File: src/rtl/dcache_ctrl_pkg.sv
// Shared types for the 2-way write-back data cache controller: address split,
// per-set flag line, data line and controller state encoding.
package dcache_ctrl_pkg;

    localparam int unsigned LINE_WORDS = 4;
    localparam int unsigned INDEX_W    = 7;
    localparam int unsigned TAG_W      = 16;
    localparam int unsigned OFFS_W     = 4;
    localparam int unsigned ADDR_W     = TAG_W + INDEX_W + OFFS_W;
    localparam int unsigned LINE_W     = 32 * LINE_WORDS;

    typedef logic [TAG_W-1:0]   tag_t;
    typedef logic [INDEX_W-1:0] index_t;
    typedef logic [LINE_W-1:0]  line_t;

    typedef struct packed {
        tag_t              tag;
        index_t            index;
        logic [OFFS_W-1:0] offset;
    } cache_addr_t;

    typedef struct packed {
        logic valid;
        logic dirty;
        tag_t tag;
    } way_flag_t;

    // lru names the way to evict next when both ways are valid
    typedef struct packed {
        logic            lru;
        way_flag_t [1:0] way;
    } flag_line_t;

    typedef line_t [1:0] data_line_t;

    typedef enum logic [2:0] {
        StInitClr,
        StWaitMem,
        StIdle,
        StCompare,
        StHitWr,
        StWriteback,
        StFill,
        StUpdate
    } dcache_state_t;

endpackage

File: src/rtl/dcache_ctrl_if.sv
// Bundles the CPU port, cache-array port and SDRAM line port of the controller.
// slave is the controller's view, master the surrounding system's view.
interface dcache_ctrl_if;
    import dcache_ctrl_pkg::*;

    cache_addr_t addr;
    logic [31:0] data_in;
    logic        wr;
    logic        rd;
    logic        valid;
    logic [31:0] d_out;
    logic        done;

    logic        en_arr;
    index_t      index_arr;
    logic        rd_arr;
    logic        wr_arr;
    flag_line_t  flag_line_to_arr;
    data_line_t  data_line_to_arr;
    flag_line_t  flag_line_from_arr;
    data_line_t  data_line_from_arr;

    cache_addr_t mem_addr;
    logic        mem_wr;
    logic        mem_rd;
    logic        mem_valid;
    line_t       mem_line_out;
    line_t       mem_line_in;
    logic        mem_done;
    logic        mem_init_done;

    modport slave (
        input  addr, data_in, wr, rd, valid,
        output d_out, done,
        output en_arr, index_arr, rd_arr, wr_arr, flag_line_to_arr, data_line_to_arr,
        input  flag_line_from_arr, data_line_from_arr,
        output mem_addr, mem_wr, mem_rd, mem_valid, mem_line_out,
        input  mem_line_in, mem_done, mem_init_done
    );

    modport master (
        output addr, data_in, wr, rd, valid,
        input  d_out, done,
        input  en_arr, index_arr, rd_arr, wr_arr, flag_line_to_arr, data_line_to_arr,
        output flag_line_from_arr, data_line_from_arr,
        input  mem_addr, mem_wr, mem_rd, mem_valid, mem_line_out,
        output mem_line_in, mem_done, mem_init_done
    );

endinterface

File: src/rtl/dcache_ctrl_hit_sel.sv
// Combinational tag compare, victim choice, word select and store-word merge.
module dcache_hit_sel
    import dcache_ctrl_pkg::*;
(
    input  flag_line_t  flags_i,
    input  tag_t        tag_i,
    input  data_line_t  lines_i,
    input  line_t       fill_i,
    input  logic        use_fill_i,
    input  logic [1:0]  word_sel_i,
    input  logic [31:0] wdata_i,
    output logic [1:0]  hit_o,
    output logic        hit_way_o,
    output logic        victim_o,
    output logic        victim_dirty_o,
    output logic [31:0] word_o,
    output line_t       merged_o
);

    line_t src_line;

    assign hit_o[0] = flags_i.way[0].valid && (flags_i.way[0].tag == tag_i);
    assign hit_o[1] = flags_i.way[1].valid && (flags_i.way[1].tag == tag_i);
    assign hit_way_o = hit_o[1];

    // Prefer an empty way (way0 first); fall back to the LRU pointer
    assign victim_o = !flags_i.way[0].valid ? 1'b0 :
                      !flags_i.way[1].valid ? 1'b1 : flags_i.lru;
    assign victim_dirty_o = flags_i.way[victim_o].valid && flags_i.way[victim_o].dirty;

    assign src_line = use_fill_i ? fill_i : lines_i[hit_way_o];
    assign word_o   = src_line[{word_sel_i, 5'b0} +: 32];

    always_comb begin
        merged_o = src_line;
        merged_o[{word_sel_i, 5'b0} +: 32] = wdata_i;
    end

endmodule

File: src/rtl/dcache_ctrl.sv
// Data cache controller: clears flags after reset, then sequences lookup,
// dirty-victim writeback, line fill and array update for CPU loads and stores.
module dcache_ctrl
    import dcache_ctrl_pkg::*;
(
    input  logic         clk_50m,
    input  logic         rst_n,
    dcache_ctrl_if.slave bus
);

    dcache_state_t state_q, state_d;
    index_t        clr_cnt_q, clr_cnt_d;
    logic          clr_arm_q;
    tag_t          req_tag_q, req_tag_d;
    index_t        req_index_q, req_index_d;
    logic [1:0]    req_word_q, req_word_d;
    logic [31:0]   wdata_q, wdata_d;
    logic          wr_q, wr_d;
    flag_line_t    flags_q, flags_d;
    data_line_t    lines_q, lines_d;
    logic          victim_q, victim_d;
    line_t         fill_q, fill_d;
    logic [31:0]   d_out_q, d_out_d;

    logic [1:0]  hit;
    logic        hit_way;
    logic        victim;
    logic        victim_dirty;
    logic [31:0] sel_word;
    line_t       merged;

    dcache_hit_sel u_hit_sel (
        .flags_i        (bus.flag_line_from_arr),
        .tag_i          (req_tag_q),
        .lines_i        (bus.data_line_from_arr),
        .fill_i         (fill_q),
        .use_fill_i     (state_q == StUpdate),
        .word_sel_i     (req_word_q),
        .wdata_i        (wdata_q),
        .hit_o          (hit),
        .hit_way_o      (hit_way),
        .victim_o       (victim),
        .victim_dirty_o (victim_dirty),
        .word_o         (sel_word),
        .merged_o       (merged)
    );

    assign bus.d_out = d_out_q;

    always_comb begin
        state_d     = state_q;
        clr_cnt_d   = clr_cnt_q;
        req_tag_d   = req_tag_q;
        req_index_d = req_index_q;
        req_word_d  = req_word_q;
        wdata_d     = wdata_q;
        wr_d        = wr_q;
        flags_d     = flags_q;
        lines_d     = lines_q;
        victim_d    = victim_q;
        fill_d      = fill_q;
        d_out_d     = d_out_q;

        bus.done             = 1'b0;
        bus.en_arr           = 1'b0;
        bus.rd_arr           = 1'b0;
        bus.wr_arr           = 1'b0;
        bus.index_arr        = '0;
        bus.flag_line_to_arr = '0;
        bus.data_line_to_arr = '0;
        bus.mem_addr         = '0;
        bus.mem_wr           = 1'b0;
        bus.mem_rd           = 1'b0;
        bus.mem_valid        = 1'b0;
        bus.mem_line_out     = '0;

        unique case (state_q)
            StInitClr: begin
                // clr_arm_q keeps all strobes low while reset is asserted
                if (clr_arm_q) begin
                    bus.en_arr    = 1'b1;
                    bus.wr_arr    = 1'b1;
                    bus.index_arr = clr_cnt_q;
                    clr_cnt_d     = clr_cnt_q + 1'b1;
                    if (clr_cnt_q == '1) state_d = StWaitMem;
                end
            end
            StWaitMem: begin
                if (bus.mem_init_done) state_d = StIdle;
            end
            StIdle: begin
                if (bus.valid && (bus.rd ^ bus.wr)) begin
                    req_tag_d     = bus.addr.tag;
                    req_index_d   = bus.addr.index;
                    req_word_d    = bus.addr.offset[3:2];
                    wdata_d       = bus.data_in;
                    wr_d          = bus.wr;
                    bus.en_arr    = 1'b1;
                    bus.rd_arr    = 1'b1;
                    bus.index_arr = bus.addr.index;
                    state_d       = StCompare;
                end
            end
            StCompare: begin
                flags_d = bus.flag_line_from_arr;
                lines_d = bus.data_line_from_arr;
                if (|hit) begin
                    flags_d.lru = ~hit_way;
                    if (wr_q) begin
                        flags_d.way[hit_way].dirty = 1'b1;
                        lines_d[hit_way]           = merged;
                    end else begin
                        d_out_d = sel_word;
                    end
                    state_d = StHitWr;
                end else begin
                    victim_d = victim;
                    state_d  = victim_dirty ? StWriteback : StFill;
                end
            end
            StHitWr: begin
                bus.en_arr           = 1'b1;
                bus.wr_arr           = 1'b1;
                bus.index_arr        = req_index_q;
                bus.flag_line_to_arr = flags_q;
                bus.data_line_to_arr = lines_q;
                bus.done             = 1'b1;
                state_d              = StIdle;
            end
            StWriteback: begin
                bus.mem_wr       = 1'b1;
                bus.mem_valid    = 1'b1;
                bus.mem_addr     = '{tag: flags_q.way[victim_q].tag, index: req_index_q,
                                     offset: '0};
                bus.mem_line_out = lines_q[victim_q];
                if (bus.mem_done) state_d = StFill;
            end
            StFill: begin
                bus.mem_rd    = 1'b1;
                bus.mem_valid = 1'b1;
                bus.mem_addr  = '{tag: req_tag_q, index: req_index_q, offset: '0};
                if (bus.mem_done) begin
                    fill_d = bus.mem_line_in;
                    if (!wr_q) d_out_d = bus.mem_line_in[{req_word_q, 5'b0} +: 32];
                    state_d = StUpdate;
                end
            end
            StUpdate: begin
                bus.en_arr           = 1'b1;
                bus.wr_arr           = 1'b1;
                bus.index_arr        = req_index_q;
                bus.flag_line_to_arr = flags_q;
                bus.flag_line_to_arr.way[victim_q] = '{valid: 1'b1, dirty: wr_q, tag: req_tag_q};
                bus.flag_line_to_arr.lru           = ~victim_q;
                bus.data_line_to_arr = lines_q;
                bus.data_line_to_arr[victim_q] = wr_q ? merged : fill_q;
                bus.done             = 1'b1;
                state_d              = StIdle;
            end
            default: state_d = StInitClr;
        endcase
    end

    always_ff @(posedge clk_50m or negedge rst_n) begin
        if (!rst_n) begin
            state_q     <= StInitClr;
            clr_cnt_q   <= '0;
            clr_arm_q   <= 1'b0;
            req_tag_q   <= '0;
            req_index_q <= '0;
            req_word_q  <= '0;
            wdata_q     <= '0;
            wr_q        <= 1'b0;
            flags_q     <= '0;
            lines_q     <= '0;
            victim_q    <= 1'b0;
            fill_q      <= '0;
            d_out_q     <= '0;
        end else begin
            state_q     <= state_d;
            clr_cnt_q   <= clr_cnt_d;
            clr_arm_q   <= 1'b1;
            req_tag_q   <= req_tag_d;
            req_index_q <= req_index_d;
            req_word_q  <= req_word_d;
            wdata_q     <= wdata_d;
            wr_q        <= wr_d;
            flags_q     <= flags_d;
            lines_q     <= lines_d;
            victim_q    <= victim_d;
            fill_q      <= fill_d;
            d_out_q     <= d_out_d;
        end
    end

endmodule
File: src/flat_wrapper.sv
// flat-port wrapper written by rule: the top's interface ports become plain ports
module dcache_ctrl_flat import dcache_ctrl_pkg::*;
  (clk_50m, rst_n, bus_addr, bus_data_in, bus_wr, bus_rd, bus_valid, bus_d_out, bus_done, bus_en_arr, bus_index_arr, bus_rd_arr, bus_wr_arr, bus_flag_line_to_arr, bus_data_line_to_arr, bus_flag_line_from_arr, bus_data_line_from_arr, bus_mem_addr, bus_mem_wr, bus_mem_rd, bus_mem_valid, bus_mem_line_out, bus_mem_line_in, bus_mem_done, bus_mem_init_done);
  dcache_ctrl_if bus_i ();
  input  logic clk_50m;
  input  logic rst_n;
  input wire logic [$bits(bus_i.addr)-1:0] bus_addr;
  input wire logic [$bits(bus_i.data_in)-1:0] bus_data_in;
  input wire logic [$bits(bus_i.wr)-1:0] bus_wr;
  input wire logic [$bits(bus_i.rd)-1:0] bus_rd;
  input wire logic [$bits(bus_i.valid)-1:0] bus_valid;
  output wire logic [$bits(bus_i.d_out)-1:0] bus_d_out;
  output wire logic [$bits(bus_i.done)-1:0] bus_done;
  output wire logic [$bits(bus_i.en_arr)-1:0] bus_en_arr;
  output wire logic [$bits(bus_i.index_arr)-1:0] bus_index_arr;
  output wire logic [$bits(bus_i.rd_arr)-1:0] bus_rd_arr;
  output wire logic [$bits(bus_i.wr_arr)-1:0] bus_wr_arr;
  output wire logic [$bits(bus_i.flag_line_to_arr)-1:0] bus_flag_line_to_arr;
  output wire logic [$bits(bus_i.data_line_to_arr)-1:0] bus_data_line_to_arr;
  input wire logic [$bits(bus_i.flag_line_from_arr)-1:0] bus_flag_line_from_arr;
  input wire logic [$bits(bus_i.data_line_from_arr)-1:0] bus_data_line_from_arr;
  output wire logic [$bits(bus_i.mem_addr)-1:0] bus_mem_addr;
  output wire logic [$bits(bus_i.mem_wr)-1:0] bus_mem_wr;
  output wire logic [$bits(bus_i.mem_rd)-1:0] bus_mem_rd;
  output wire logic [$bits(bus_i.mem_valid)-1:0] bus_mem_valid;
  output wire logic [$bits(bus_i.mem_line_out)-1:0] bus_mem_line_out;
  input wire logic [$bits(bus_i.mem_line_in)-1:0] bus_mem_line_in;
  input wire logic [$bits(bus_i.mem_done)-1:0] bus_mem_done;
  input wire logic [$bits(bus_i.mem_init_done)-1:0] bus_mem_init_done;
  assign bus_i.addr = bus_addr;
  assign bus_i.data_in = bus_data_in;
  assign bus_i.wr = bus_wr;
  assign bus_i.rd = bus_rd;
  assign bus_i.valid = bus_valid;
  assign bus_d_out = bus_i.d_out;
  assign bus_done = bus_i.done;
  assign bus_en_arr = bus_i.en_arr;
  assign bus_index_arr = bus_i.index_arr;
  assign bus_rd_arr = bus_i.rd_arr;
  assign bus_wr_arr = bus_i.wr_arr;
  assign bus_flag_line_to_arr = bus_i.flag_line_to_arr;
  assign bus_data_line_to_arr = bus_i.data_line_to_arr;
  assign bus_i.flag_line_from_arr = bus_flag_line_from_arr;
  assign bus_i.data_line_from_arr = bus_data_line_from_arr;
  assign bus_mem_addr = bus_i.mem_addr;
  assign bus_mem_wr = bus_i.mem_wr;
  assign bus_mem_rd = bus_i.mem_rd;
  assign bus_mem_valid = bus_i.mem_valid;
  assign bus_mem_line_out = bus_i.mem_line_out;
  assign bus_i.mem_line_in = bus_mem_line_in;
  assign bus_i.mem_done = bus_mem_done;
  assign bus_i.mem_init_done = bus_mem_init_done;
  dcache_ctrl u_core (.clk_50m(clk_50m), .rst_n(rst_n), .bus(bus_i));
endmodule
File: config.mk
export PLATFORM = sky130hd
export DESIGN_NAME = dcache_ctrl_flat
export DESIGN_NICKNAME = d
export VERILOG_FILES = /design/src/rtl/dcache_ctrl_pkg.sv /design/src/rtl/dcache_ctrl_if.sv /design/src/rtl/dcache_ctrl_hit_sel.sv /design/src/rtl/dcache_ctrl.sv /design/src/flat_wrapper.sv
export SDC_FILE = /design/constraint.sdc
export NUM_CORES = 2
export LEC_CHECK = 0
export BUFFER_PORTS_ARGS = -buffer_cell sky130_fd_sc_hd__buf_2
export CAP_MARGIN = 20
export CORE_AREA = 2 2 385 387
export CTS_CLUSTER_DIAMETER = 150
export DETAILED_ROUTE_END_ITERATION = 6
export DIE_AREA = 0 0 387 389
export GPL_ROUTABILITY_DRIVEN = 1
export PLACE_DENSITY_LB_ADDON = 0.2
export SLEW_MARGIN = 40
export SYNTH_ARGS = -nofsm -noshare
export SYNTH_HDL_FRONTEND = slang
export SYNTH_SLANG_ARGS = --single-unit
File: constraint.sdc
create_clock -name clk_50m -period 4.7 [get_ports clk_50m]
set_input_delay 0.47 -clock clk_50m [delete_from_list [all_inputs] [get_ports clk_50m]]
set_output_delay 0.47 -clock clk_50m [all_outputs]
set_load 0.01 [all_outputs]
# Word level (Yosys, flattened, before mapping)

Cells that the tools add are included.

Shift-type cells: 4
$add $sub $neg: 2
Muxes and demuxes: 59
Equal/unequal tests: 19
Reduce and logical (&&, ||, !) cells: 17
$lt $le $gt $ge: 5
Bitwise gates (word level): 4

Operator list:

| operator                   | count |
|---|---|
| $mux W128                  | 9 |
| $bwmux W256                | 2 |
| $mux W256                  | 2 |
| $pmux W256 S2              | 1 |
| $demux W128 S1             | 2 |
| $shiftx A128 B8 Y32        | 2 |
| $bwmux W128                | 1 |
| $mux W32                   | 4 |
| $shift A32 B9 Y128 const A | 1 |
| $shiftx A32 B9 Y128        | 1 |
| $pmux W37 S2               | 1 |
| $bwmux W36                 | 2 |
| $pmux W32 S2               | 1 |
| $mux W18                   | 3 |
| $pmux W27 S2               | 1 |
| $mux W37                   | 1 |
| $demux W18 S1              | 2 |
| $mux W36                   | 1 |
| $eq A16 B16 Y1             | 2 |
| $mux W16                   | 2 |
| $mux W3                    | 7 |
| $pmux W3 S7                | 1 |
| $pmux W7 S3                | 1 |
| $mux W17                   | 1 |
| other kinds (24)           | 59 |

Flip-flop bits (word level): 523
Output and inout port bits: 494
Input port bits: 487

# Logic depth before layout (Yosys ltp)

Depth after elaboration: 9
Gate-level depth with buffers: 11
Gate-level depth less buffers: 8

# Hierarchy

From an unflattened synthesis, not the netlist that was laid out.

Cells, all modules: 4379
Area total of the unflattened synthesis: 36834.1 um^2

Modules (own cells, without submodules):

| module         | sequential area each (um^2) | cells each | area an instance (um^2) | instances |
|---|---|---|---|---|
| dcache_ctrl    | 13087.6                     | 3273       | 30070.1                 | 1 |
| dcache_hit_sel | 0.0                         | 1106       | 6764.0                  | 1 |

# Worst setup path after synthesis

Ideal clock, no wire load.

Path type: input -> output
From: in bus_flag_line_from_arr[30]
To: out bus_data_line_to_arr[193]
Path buffers: 3
Cell stages on the path: 10
Setup slack: 1.773 ns
Data required time: 4.230 ns
Arrival: 2.457 ns
Path through: xor2_1 nor4_4 and3_1 buf_4 buf_4 buf_6 nand3_1 a311oi_2 nor2_1 o31ai_1

Word-level cells in the longest chain between the ends: 9

RTL lines:

| what                                         | RTL line                  | RTL |
|---|---|---|
| start, declared                              | flat_wrapper.sv:20        | `input wire logic [$bits(bus_i.flag_line_from_arr)-1:0] bus_flag_line_from_arr;` |
| $eq A16 B16 Y1                               | dcache_ctrl_hit_sel.sv:23 | `assign hit_o[1] = flags_i.way[1].valid && (flags_i.way[1].tag == tag_i);` |
| $logic_and A1 B1 Y1                          | dcache_ctrl_hit_sel.sv:23 |  |
| $mux W128 (not written as such) (2 in a row) | dcache_ctrl_hit_sel.sv:31 | `assign src_line = use_fill_i ? fill_i : lines_i[hit_way_o];` |
| $mux W128                                    | dcache_ctrl_hit_sel.sv:31 |  |
| $bwmux W128                                  | dcache_ctrl_hit_sel.sv:36 | `merged_o[{word_sel_i, 5'b0} +: 32] = wdata_i;` |
| $mux W128                                    | dcache_ctrl.sv:156        | `bus.data_line_to_arr[victim_q] = wr_q ? merged : fill_q;` |
| $bwmux W256                                  | dcache_ctrl.sv:156        |  |
| $pmux W256 S2                                | dcache_ctrl.sv:77         | `unique case (state_q)` |
| end, declared                                | flat_wrapper.sv:19        | `output wire logic [$bits(bus_i.data_line_to_arr)-1:0] bus_data_line_to_arr;` |

Every way passes these cells. The select of a mux whose other input is x is not followed.

# Worst setup path after layout

From: reg u_core.req_tag_q[15]
To: out bus_data_line_to_arr[165]

Word-level cells in the longest chain between the ends: 9

RTL lines:

| what                                         | RTL line                  | RTL |
|---|---|---|
| start, declared                              | dcache_ctrl.sv:14         | `tag_t req_tag_q, req_tag_d;` |
| start signal, assigned                       | dcache_ctrl.sv:183        | `req_tag_q <= req_tag_d;` |
| $eq A16 B16 Y1                               | dcache_ctrl_hit_sel.sv:23 |  |
| $logic_and A1 B1 Y1                          | dcache_ctrl_hit_sel.sv:23 |  |
| $mux W128 (not written as such) (2 in a row) | dcache_ctrl_hit_sel.sv:31 |  |
| $mux W128                                    | dcache_ctrl_hit_sel.sv:31 |  |
| $bwmux W128                                  | dcache_ctrl_hit_sel.sv:36 |  |
| $mux W128                                    | dcache_ctrl.sv:156        |  |
| $bwmux W256                                  | dcache_ctrl.sv:156        |  |
| $pmux W256 S2                                | dcache_ctrl.sv:77         |  |

Every way passes these cells. The select of a mux whose other input is x is not followed.

==> impl_metrics.env <==
export IMPL_period_share_pct=97.3
export IMPL_fin_crit_ns=4.57
export IMPL_io_pins=981
export IMPL_synth_seq_area_share_pct=35.2
export IMPL_cts_root_buf="clkbuf_16"
export IMPL_p_clk_share_pct=17.6
export IMPL_drv_cap=0
export IMPL_wl_per_cell_um=35.0
export IMPL_syn_avg_cell_area_sq_um=7.96
export IMPL_slew_limit_headroom_pct=32.7
export IMPL_power_density_mw_per_mm2=715
export IMPL_power_uw=34600
export IMPL_initial_core_util_pct=25.4
export IMPL_place_congestion=0.917
export IMPL_slew_viol_final=0
export IMPL_vias_per_cell=5.82
export IMPL_synthArstFlopShare_pct=100
export IMPL_die_area_sq_mm=0.151
export IMPL_ys_types=54
export IMPL_vdd_drop_max_uv=558
export IMPL_post_synth_top_area_cell="dfrtp_1"
export IMPL_postSynthCellCount=4677
export IMPL_rows=141
export IMPL_fin_skew_ns=0.0415
export IMPL_p_int_uw=16700
export IMPL_p_sw_uw=17900
export IMPL_ys_ff_latch=523
export IMPL_tritoncts="yes"
export IMPL_synth_area_sq_mm=0.0372
export IMPL_tightest_slew_ns=1.01
export IMPL_critPathCaptureType="output pin"
export IMPL_coreArea_sq_mm=0.147
export IMPL_critPathMaxFanout=38
export IMPL_critical_path_class="register to output pin"
export IMPL_grt_max_degree=156
export IMPL_yosys_area_top_type_share_pct=35.2
export IMPL_grt_first_pass_wirelength_um=354000
export IMPL_setup_violations=0
export IMPL_grt_ovfl_total=0
export IMPL_clk_latency_ns=0.71
export IMPL_antenna_found_initial=110
export IMPL_final_cell_mix="nand2_1 (999), buf_2 (973), o21ai_0 (578)"
export IMPL_holdWs_ns=0.0435
export IMPL_die_y_um=389
export IMPL_tns_ns=0
export IMPL_drc=0
export IMPL_seqPwrFrac_pct=30.1
export IMPL_nets=6026
export IMPL_drt_first_pass_iters=6
export IMPL_routed_wl_um=265000
export IMPL_ys_warn_count=0
export IMPL_final_antenna_net_count=0
export IMPL_clock_sinks=523
export IMPL_crit_required_ns=4.23
export IMPL_track_usage_pct=33.7
export IMPL_synth_edff_count=0
export IMPL_setup_slack_ns=0.126
export IMPL_fmax_ghz=0.219
export IMPL_final_common_cell="nand2_1"
export IMPL_cts_buffer_depth=3
export IMPL_dp_hpwl_um=192000
export IMPL_rsz0062_at_grt="false"
export IMPL_cts_buffers=75
export IMPL_p_sw_share_pct=51.7
export IMPL_die_w_um=387
export IMPL_drive_above_1_share_pct=29.1
export IMPL_hold_viol=0
export IMPL_syn2layout_area_growth_pct=30.0
export IMPL_grt_pass1_vias=41400
export IMPL_htree_levels=3
export IMPL_min_path_type="primary input to register"
export IMPL_synthFlopType="dfrtp_1"
export IMPL_p_leak_uw=0.0212
export IMPL_worstPathArrival_ns=4.10
export IMPL_vias=44000
export IMPL_portBuffers=974
export IMPL_initialDrtViolationCount=4989
export IMPL_dpl_worst_slack_ns=0.630
export IMPL_combPwrFrac_pct=52.3
export IMPL_status="finished, final reports clean"
export IMPL_synthTopCellsByArea="dfrtp_1 (35%), nand2_1 (10%), o21ai_0 (7.8%)"
export IMPL_cts_clk_slew_worst_paths_ns=0.06
export IMPL_worstSetupStartpointType="register"
## flip-flops by register name (all words and copies together) (netlist names), 7 cells and up
signal	flops
u_core.req_index_q	7
u_core.req_tag_q	16
u_core.fill_q	128
u_core.bus.d_out	32
u_core.flags_q	37
u_core.lines_q	256
u_core.wdata_q	32
u_core.clr_cnt_q	7
## synth_stat cells, drive strengths merged (7+ instances only)
library cell	instances
nor4	7
inv	16
a31oi	101
a21oi	72
o22ai	79
or2	66
nor3	17
o22a	27
clkbuf	334
a21o	9
a22o	34
mux2	234
nor3b	120
nand3	203
a2bb2oi	30
nand3b	56
o21ai	583
a311oi	65
xor2	33
mux2i	146
buf	101
and3	16
dfrtp	523
o31ai	110
nor2	442
a32o	161
mux4	32
nand2	1004
## critical path: stages (launching register included)
cell      delay (ns)
dfrtp_1         0.47
xor2_1          0.19
nor4_2          0.43
buf_4           0.20
and3_4          0.23
buf_12          0.23
nand3_1         0.16
a311oi_1        0.45
o22ai_1         0.19
o21ai_0         0.50
buf_2           0.24
## power groups by stage
stage | Sequential [uW] | Clock, uW | Combinational (uW)
6_report | 10400 | 6100 | 18100
5_1_grt | 10600 | 6330 | 19200
4_1_cts | 10300 | 6210 | 17800
3_5_place_dp | 10300 | 0 | 17700
3_3_place_gp | 10300 | 0 | 17600
2_1_floorplan | 8220 | 0 | 10700
## routing by layer
metal	GRT usage [%]	wire length, um	vias up
met5	0	454	-
met4	23.1	21400	68
met3	9.94	26500	658
met2	51.2	115000	2706
met1	41.1	102000	21900
li1	-	-	18700
## final cells by class
cell class	count	area (sq um)
timing repair buffer	1211	7540
sequential	523	13100
fill	15700	98300
clock inverter	24	285
tap	1930	2410
clock buffer	111	2260
antenna	46	115
inverter	17	63.8
multi-input combinational	3705	22600
## cells by family after synthesis
family                   Yosys count  synth area share (%)
multiplexers                     412                  12.9
AND/OR/NAND/NOR                 1950                  23.0
buffers and inverters            452                  4.87
other                              2                0.0202
XOR/XNOR                          39                 0.918
AO/OA/AOI/OAI                   1293                  22.9
flip-flops                       523                  35.2
adder cells (fa/ha/maj)            6                 0.202
## stage by stage
stage,std cells,util (%),cell area (sq um)
6_report,7567,33.0,48400
5_1_grt,7545,32.9,48300
4_1_cts,7520,32.9,48200
3_5_place_dp,7280,30.4,44600
3_3_place_gp,7279,30.4,44500
2_1_floorplan,4680,-,37200
## path summary, 6_finish.rpt
kind                                            from                        end  slack [ns]  depth (start not counted)
worst max-delay path            u_core.req_tag_q[15]  bus_data_line_to_arr[165]        0.13                         10
worst min-delay path                 bus_data_in[30]         u_core.wdata_q[30]        0.04                          2
worst max register to register  u_core.req_tag_q[15]        u_core.bus.d_out[2]        1.15                          9
worst min register to register    u_core.flags_q[17]         u_core.flags_q[17]        0.48                          2
max in group asynchronous                      rst_n        u_core.lines_q[182]        3.07                          3
min in group asynchronous                      rst_n        u_core.lines_q[144]        0.38                          2
## repair_timing
item / 4_1_cts / 5_1_grt
hold buffers: 105 / 0
buffers inserted: 0 / 0
hold endpoints to repair: 172 / 0
gates resized for setup: 2 / 8
endpoints found under the setup margin: 4 / 56
No activity file was read; power rests on OpenSTA's default activity.
